### config.mk
export PLATFORM = sky130hd
export DESIGN_NAME = multi_cycle_shifter
export DESIGN_NICKNAME = d
export VERILOG_FILES = /design/src/rtl/multi_cycle_shifter.sv
export SDC_FILE = /design/constraint.sdc
export NUM_CORES = 1
export LEC_CHECK = 0
export CORE_MARGIN = 1.5
export CORE_UTILIZATION = 49
export CTS_CLUSTER_DIAMETER = 100
export DETAILED_ROUTE_END_ITERATION = 10
export GPL_ROUTABILITY_DRIVEN = 0
export GPL_TIMING_DRIVEN = 0
export PLACE_DENSITY_LB_ADDON = 0.3
export SYNTH_ARGS = -nofsm -noshare
export SYNTH_HDL_FRONTEND = slang
export SYNTH_SLANG_ARGS = --single-unit
export TNS_END_PERCENT = 100
### constraint.sdc
create_clock -name clk -period 3.5 [get_ports clk]
set_input_delay 0.7 -clock clk [delete_from_list [all_inputs] [get_ports clk]]
set_output_delay 0.7 -clock clk [all_outputs]
set_load 0.02 [all_outputs]
### src/rtl/multi_cycle_shifter.sv
// Iterative SLL/SRL/SRA/ROL shifter: moves up to STEP bit positions per clock
// under a start/busy/done handshake.
module multi_cycle_shifter #(
    parameter  int WIDTH = 32,
    parameter  int STEP  = 1,
    localparam int SHW   = $clog2(WIDTH)
) (
    input  logic             clk,
    input  logic             rst,
    input  logic             start,
    input  logic [1:0]       mode,
    input  logic [SHW-1:0]   shamt,
    input  logic [WIDTH-1:0] Data_in,
    output logic [WIDTH-1:0] Data_out,
    output logic             busy,
    output logic             done
);

    // state   | meaning
    // S_IDLE  | waiting for start
    // S_SHIFT | shifting, remaining amount in rem_q
    // S_DONE  | result valid for one cycle, start accepted here too
    typedef enum logic [1:0] {
        S_IDLE  = 2'd0,
        S_SHIFT = 2'd1,
        S_DONE  = 2'd2
    } state_t;

    localparam logic [1:0]     M_SLL   = 2'b00;
    localparam logic [1:0]     M_SRL   = 2'b01;
    localparam logic [1:0]     M_SRA   = 2'b10;
    localparam logic [SHW-1:0] STEP_W  = SHW'(STEP);
    localparam logic [SHW:0]   WIDTH_W = (SHW+1)'(WIDTH);

    state_t                  state_q;
    logic [WIDTH-1:0]        data_q;
    logic [SHW-1:0]          rem_q;
    logic [1:0]              mode_q;
    logic                    sign_q;

    logic [SHW-1:0]          k_d;
    logic [WIDTH-1:0]        shift_d;
    logic signed [WIDTH:0]   ext_d;

    always_comb begin
        k_d     = (rem_q < STEP_W) ? rem_q : STEP_W;
        // SRA fills from the sign captured at start, not the current MSB
        ext_d   = {sign_q, data_q};
        shift_d = data_q;
        case (mode_q)
            M_SLL:   shift_d = data_q << k_d;
            M_SRL:   shift_d = data_q >> k_d;
            M_SRA:   shift_d = WIDTH'(ext_d >>> k_d);
            default: shift_d = (data_q << k_d) | (data_q >> (WIDTH_W - {1'b0, k_d}));
        endcase
    end

    always_ff @(posedge clk or posedge rst) begin
        if (rst) begin
            state_q <= S_IDLE;
            data_q  <= '0;
            rem_q   <= '0;
            mode_q  <= '0;
            sign_q  <= 1'b0;
        end else begin
            case (state_q)
                S_IDLE, S_DONE: begin
                    if (start) begin
                        data_q  <= Data_in;
                        mode_q  <= mode;
                        rem_q   <= shamt;
                        sign_q  <= Data_in[WIDTH-1];
                        state_q <= (shamt != '0) ? S_SHIFT : S_DONE;
                    end else begin
                        state_q <= S_IDLE;
                    end
                end
                S_SHIFT: begin
                    data_q  <= shift_d;
                    rem_q   <= rem_q - k_d;
                    state_q <= (rem_q == k_d) ? S_DONE : S_SHIFT;
                end
                default: state_q <= S_IDLE;
            endcase
        end
    end

    assign Data_out = data_q;
    assign busy     = (state_q == S_SHIFT);
    assign done     = (state_q == S_DONE);

endmodule

==> out/metrics.csv, run 1 <==
metric;value;unit
status;complete, no violations;
fin_tns_setup;0;ps
path_max_fanout;10;
r2r-start;rem_q[4];
cts_setup_buffers;0;
die_y;79.0;microns
peakVddDrop;568;uV
grt_pass1_vias;2902;
ctsLongestPathBuffers;2;
dp_hpwl;6480;microns
synth_area_per_cell;8.64;sq um
synth-edff-count;0;
min_to;sign_q;
start_kind;flip-flop;
synth_fp_nets;371;
antenna_found_initial;0;
rsz0062_at_grt;no;
grt_remaining_overflow;0;
vias;3098;
ys_warn_count;0;
cts-root-buf;clkbuf_8;
dp_cells;474;
postRouteAntennaNets;0;
wl_per_cell;19.1;microns
finalNonFillerCells;481;
numCtsBuffers;5;
min_period;3080;ps
die_x;79.0;microns
ioPinCount;76;
cts_tree;done;
synth_top_family_by_area;compound AO/OA/AOI/OAI gates;
vias_per_cell;6.44;
synth_async_sr_flop_share;100;%
drc_errors;0;
pwr_density_cell;1170;nW/um^2
core.rowCount;27;
drtPass1Iterations;5;
seq_area_frac_synth;37.2;%
yosysTopAreaCell;dfrtp_1;
cap_violations;0;
power.leakage;1.53;nW
clk_pin_slew;80;ps
drt-initial-drc-count;422;
synthSimpleGateAreaFrac;22.9;%
synth_compound_area_share;23.1;%
synth_xor_area_share;0.620;%
synthDistinctLibCells;43;
fin_nets;453;
grt_max_degree;43;
grt_pass1_wl;14500;microns
start_util;51.0;%
clock_skew;9.65;ps
io_buffers;75;
ctsHoldBuffers;0;
worstPathArrival;3220;ps
report.final.hold_viol_count;0;
wl;9200;microns
numClockSinks;42;
synth-main-ff-cell;dfrtp_1;
ctsResizeCount;0;
hold_start;sign_q;
syn-cell-area;2830;sq um
rr_worst_depth;9;
area_growth;33.7;%
worstPathRequired;3640;ps
grt.total_usage;30.0;%
maxSlewHeadroom;39.9;%
worst_pin_slew;900;ps
muxShareOfSynthArea;10.8;%
drive_gt1_share;8.56;%
synthAdderAreaFrac;0.885;%
reg2reg_slack;420;ps
hold_class;flip-flop to flip-flop;
syn-instance-count;327;
setup_viol;0;
core-area;5540;sq um
maxSlewViolCount;0;
reg2reg_to;Data_out[20];
ys_top_cells_by_area;dfrtp_1, nand2_1, mux4_2, nor2_1, mux2i_1;
crit_path_end_kind;flip-flop;
die-area;6230;sq um
critPathKind;flip-flop to flip-flop;
synth_top_area_share;37.2;%
hold_path_depth;2;
fmax;325;MHz
finalCritPeriodShare;88.0;%
synth-seq-cells;42;
insertion_delay;300;ps
htreeDepth;2;
antenna_cells;0;
sequential cells by signal, summed over array words and instances, names as in the netlist:
signal,cells
Data_out,32
mode_q,2
rem_q,5
sign_q,1
state_q,2
Yosys cell counts (all sizes together), types with 3 or more instances:
master    n
mux4      8
o211ai    4
a31oi     5
o221ai    3
clkbuf   14
o221a    10
a2111oi   7
a211oi    4
a21oi     6
nor3     19
o22ai    11
nand2    56
mux2i    12
inv       8
o21ai    12
a221o     9
buf       9
nor2     41
nand3    16
dfrtp    42
nor2b     4
how the worst max path moves through the flow:
stage              from           end  slack (ps)  cells after the start
6_report       rem_q[4]  Data_out[20]         420                      9
5_1_grt        rem_q[4]  Data_out[15]         170                     11
4_1_cts        rem_q[4]  Data_out[14]         470                     11
3_5_place_dp   rem_q[4]  Data_out[15]         520                     11
3_3_place_gp   rem_q[4]  Data_out[15]         540                     11
2_1_floorplan  rem_q[4]  Data_out[14]         890                     11
layout by cell type (no fill, tap or decap), types with 3 or more instances in the layout:
| master | synthesis | final |
|---|---|---|
| mux2i_1 | 12 | 12 |
| inv_1 | 8 | 7 |
| a31oi_1 | 5 | 5 |
| nor2_1 | 41 | 41 |
| nor3_1 | 18 | 18 |
| clkbuf_8 | 0 | 6 |
| dfrtp_1 | 42 | 42 |
| clkdlybuf4s50_1 | 0 | 75 |
| a2111oi_0 | 7 | 7 |
| o221a_2 | 10 | 10 |
| o221ai_1 | 3 | 3 |
| buf_2 | 7 | 7 |
| a211oi_1 | 4 | 4 |
| o21ai_0 | 12 | 12 |
| o211ai_1 | 4 | 4 |
| mux4_2 | 7 | 7 |
| nor2b_1 | 4 | 4 |
| nand3_1 | 15 | 15 |
| clkbuf_1 | 14 | 14 |
| a221o_1 | 9 | 9 |
| o22ai_1 | 11 | 11 |
| a21oi_1 | 6 | 6 |
| nand2_1 | 56 | 56 |
cell type report:
class	instances	area, sq um
fill	468	1760
clock buffer	6	82.6
inverter	8	30.0
clock inverter	1	30.0
buffer	23	95.1
sequential	42	1050
timing repair buffer	75	751
multi-input combinational	254	1650
tap	72	90.1
worst max-delay path, stage by stage (launching register included):
cell      delay, ps
dfrtp_1         430
nor3_4          280
nand3_4         180
inv_1           120
buf_2           260
ha_1            300
inv_1           250
mux4_2          560
a311oi_1        420
a31oi_1         110
per-layer routing:
layer | vias up | part of all wire (%) | track usage (%)
li1 | 1390 | - | -
met1 | 1469 | 41 | 40.9
met2 | 211 | 46 | 47.5
met3 | 28 | 11 | 6.32
met4 | 0 | 2.3 | 10.7
met5 | - | 0 | 0
per-stage QoR:
step,hold WS [ps],power [mW],utilization (%),area (sq um),worst slack [ps]
4_1_cts,492,4.36,68.2,3780,470
6_report,491,4.43,68.2,3780,420
3_3_place_gp,462,3.86,66.2,3670,543
5_1_grt,522,4.70,68.2,3780,171
2_1_floorplan,446,2.94,-,2830,888
3_5_place_dp,473,3.93,66.2,3670,518
cells by family (layout without fill, tap and decap cells):
kind of cell	after synthesis	in the layout
flops	42	42
buf+inv	31	113
compound gates	84	84
mux	20	20
simple gates	145	145
other cells	1	1
fa+ha+maj	2	2
xor+xnor	2	2
power by group:
part	internal [mW]	total, mW	switching (mW)
registers	0.755	1.18	0.423
logic	1.27	2.85	1.58
clock network	0.228	0.401	0.173
total	2.25	4.43	2.18
(Power assumes the default switching activity.)
==> run 2, diff against run 1 <==
--- a/config.mk
+++ b/config.mk
@@ -5,9 +5,11 @@
 export SDC_FILE = /design/constraint.sdc
 export NUM_CORES = 1
 export LEC_CHECK = 0
+export CELL_PAD_IN_SITES_DETAIL_PLACEMENT = 1
+export CELL_PAD_IN_SITES_GLOBAL_PLACEMENT = 2
 export CORE_MARGIN = 1.5
-export CORE_UTILIZATION = 49
-export CTS_CLUSTER_DIAMETER = 100
+export CORE_UTILIZATION = 28
+export CTS_CLUSTER_DIAMETER = 50
 export DETAILED_ROUTE_END_ITERATION = 10
 export GPL_ROUTABILITY_DRIVEN = 0
 export GPL_TIMING_DRIVEN = 0
==> run 2 against run 1 <==
Compared with the run above:
- core utilization down 29 points
- design area up 2.0%
- clock skew down 2.9 ps
- clock-buffer cell count up 1
- largest power group unchanged
- highest routed layer unchanged
==> out/metrics.csv, run 2 (synthesis results as in run 1) <==
metric;value;unit;change
wl_per_cell;20.8;microns;was 19.1 microns
cts-root-buf;clkbuf_8;;unchanged
hold_class;flip-flop to flip-flop;;unchanged
path_max_fanout;10;;unchanged
clk_pin_slew;80;ps;about the same
worstPathRequired;3660;ps;was 3640 ps
status;complete, no violations;;unchanged
vias_per_cell;5.55;;was 6.44
numCtsBuffers;5;;unchanged
setup_viol;0;;unchanged
ctsHoldBuffers;0;;unchanged
setup_ws;270;ps;was 420 ps
critPathKind;flip-flop to flip-flop;;unchanged
finalCritPeriodShare;92.3;%;was 88.0%
grt_max_degree;39;;was 43
worstPathArrival;3390;ps;was 3220 ps
drc_errors;0;;unchanged
antenna_cells;0;;unchanged
core-area;9770;sq um;was 5540 sq um
die-area;10700;sq um;was 6230 sq um
min_period;3230;ps;was 3080 ps
insertion_delay;300;ps;about the same
htreeDepth;2;;unchanged
crit_path_end_kind;flip-flop;;unchanged
start_kind;flip-flop;;unchanged
die_x;103;microns;was 79.0 microns
maxSlewViolCount;0;;unchanged
finalNonFillerCells;544;;was 481
postRouteAntennaNets;0;;unchanged
ctsResizeCount;0;;unchanged
maxSlewHeadroom;36.8;%;was 39.9%
final_common_cell;clkdlybuf4s50_1;;unchanged
wl;11300;microns;was 9200 microns
pwr_density_cell;1160;nW/um^2;was 1170 nW/um^2
io_buffers;75;;unchanged
fin_nets;454;;was 453
power.leakage;1.53;nW;about the same
vias;3020;;was 3,098
antenna_found_initial;0;;unchanged
grt_pass1_wl;17900;microns;was 14,500 microns
peakVddDrop;500;uV;was 568 uV
ioPinCount;76;;unchanged
largest_register_ffs;32;;unchanged
nFillCells;1175;;was 468
worst_pin_slew;938;ps;was 900 ps
drt-initial-drc-count;156;;was 422
drtPass1Iterations;4;;was 5
numClockSinks;42;;unchanged
clock_skew;6.74;ps;was 9.65 ps
die_y;103;microns;was 79.0 microns
drive_gt1_share;8.76;%;was 8.56%
pre_cts_ws;204;ps;was 518 ps
start_util;28.9;%;was 51.0%
ctsLongestPathBuffers;2;;unchanged
fin_tns_setup;0;ps;unchanged
dp_hpwl;8270;microns;was 6480 microns
area_growth;36.4;%;was 33.7%
cts_setup_buffers;0;;unchanged
final_cell_mix;clkdlybuf4s50_1, nand2_1, dfrtp_1, nor2_1, nor3_1;;unchanged
grt_pass1_vias;3187;;was 2,902
fmax;310;MHz;was 325 MHz
grt.total_usage;22.2;%;was 30.0%
report.final.hold_viol_count;0;;unchanged
rsz0062_at_grt;no;;unchanged
grt_remaining_overflow;0;;unchanged
dp_cells;536;;was 474
postLayoutCoreUtil;39.5;%;was 68.2%
core.rowCount;36;;was 27
cts_tree;done;;unchanged
cap_violations;0;;unchanged
## run 2: cell count changes in the layout (fill, tap and decap cells not counted), sizes merged
cell / before / now
buf: 9 / 10
clkinv: 0 / 1
clkbuf: 20 / 21
bufinv: 1 / 0
## run 2: worst max-delay path: stages, from the launching register on
cell and delay, ps:
dfrtp_1 430, nor3_4 280, nand3_4 190, inv_1 120, buf_2 270, ha_1 200, clkbuf_1 360, mux4_2 580
a2111oi_1 470, o21ai_0 190
## run 2: final cells by class
| cell class | count | area (sq um) | share of cell area [%] |
|---|---|---|---|
| plain buffers | 23 | 95.1 | 2.47 |
| clock buffers | 7 | 86.3 | 2.24 |
| clock inverters | 1 | 5.00 | 0.130 |
| inverters | 8 | 30.0 | 0.779 |
| multi-input cells | 254 | 1650 | 42.8 |
| flip-flops and latches | 42 | 1050 | 27.3 |
| well taps | 133 | 166 | 4.32 |
| repair buffers | 76 | 771 | 20.0 |
## run 2: per-stage QoR
step	total power [mW]	hold WS, ps	area (sq um)
2_1_floorplan	2.94	446	2830
3_3_place_gp	4.05	460	3740
3_5_place_dp	4.11	465	3760
4_1_cts	4.47	486	3850
5_1_grt	4.79	525	3860
6_report	4.47	481	3860
## run 2: final timing paths
| check | startpoint | to | slack [ps] | depth (start not counted) |
|---|---|---|---|---|
| min | sign_q | sign_q | 480 | 2 |
| min reg2reg | sign_q | sign_q | 480 | 2 |
| max reg2reg | rem_q[4] | Data_out[2] | 270 | 9 |
| max in group asynchronous | rst | Data_out[17] | 2460 | 3 |
| min in group asynchronous | rst | state_q[0] | 600 | 2 |
| max | rem_q[4] | Data_out[2] | 270 | 9 |
## run 2: layer usage
| layer | global-route usage, % | vias up | share of wire (%) |
|---|---|---|---|
| li1 | - | 1391 | - |
| met1 | 31.5 | 1531 | 48 |
| met2 | 37.2 | 91 | 47 |
| met3 | 2.42 | 7 | 4.0 |
| met4 | 3.64 | 0 | 0.76 |
| met5 | 0 | - | 0 |
## run 2: report_power, final
group          internal, mW  switching (mW)  leakage, nW  total (mW)
clock                 0.160           0.177       0.0482       0.337
combinational          1.28            1.66        0.989        2.93
sequential            0.754           0.444        0.490        1.20
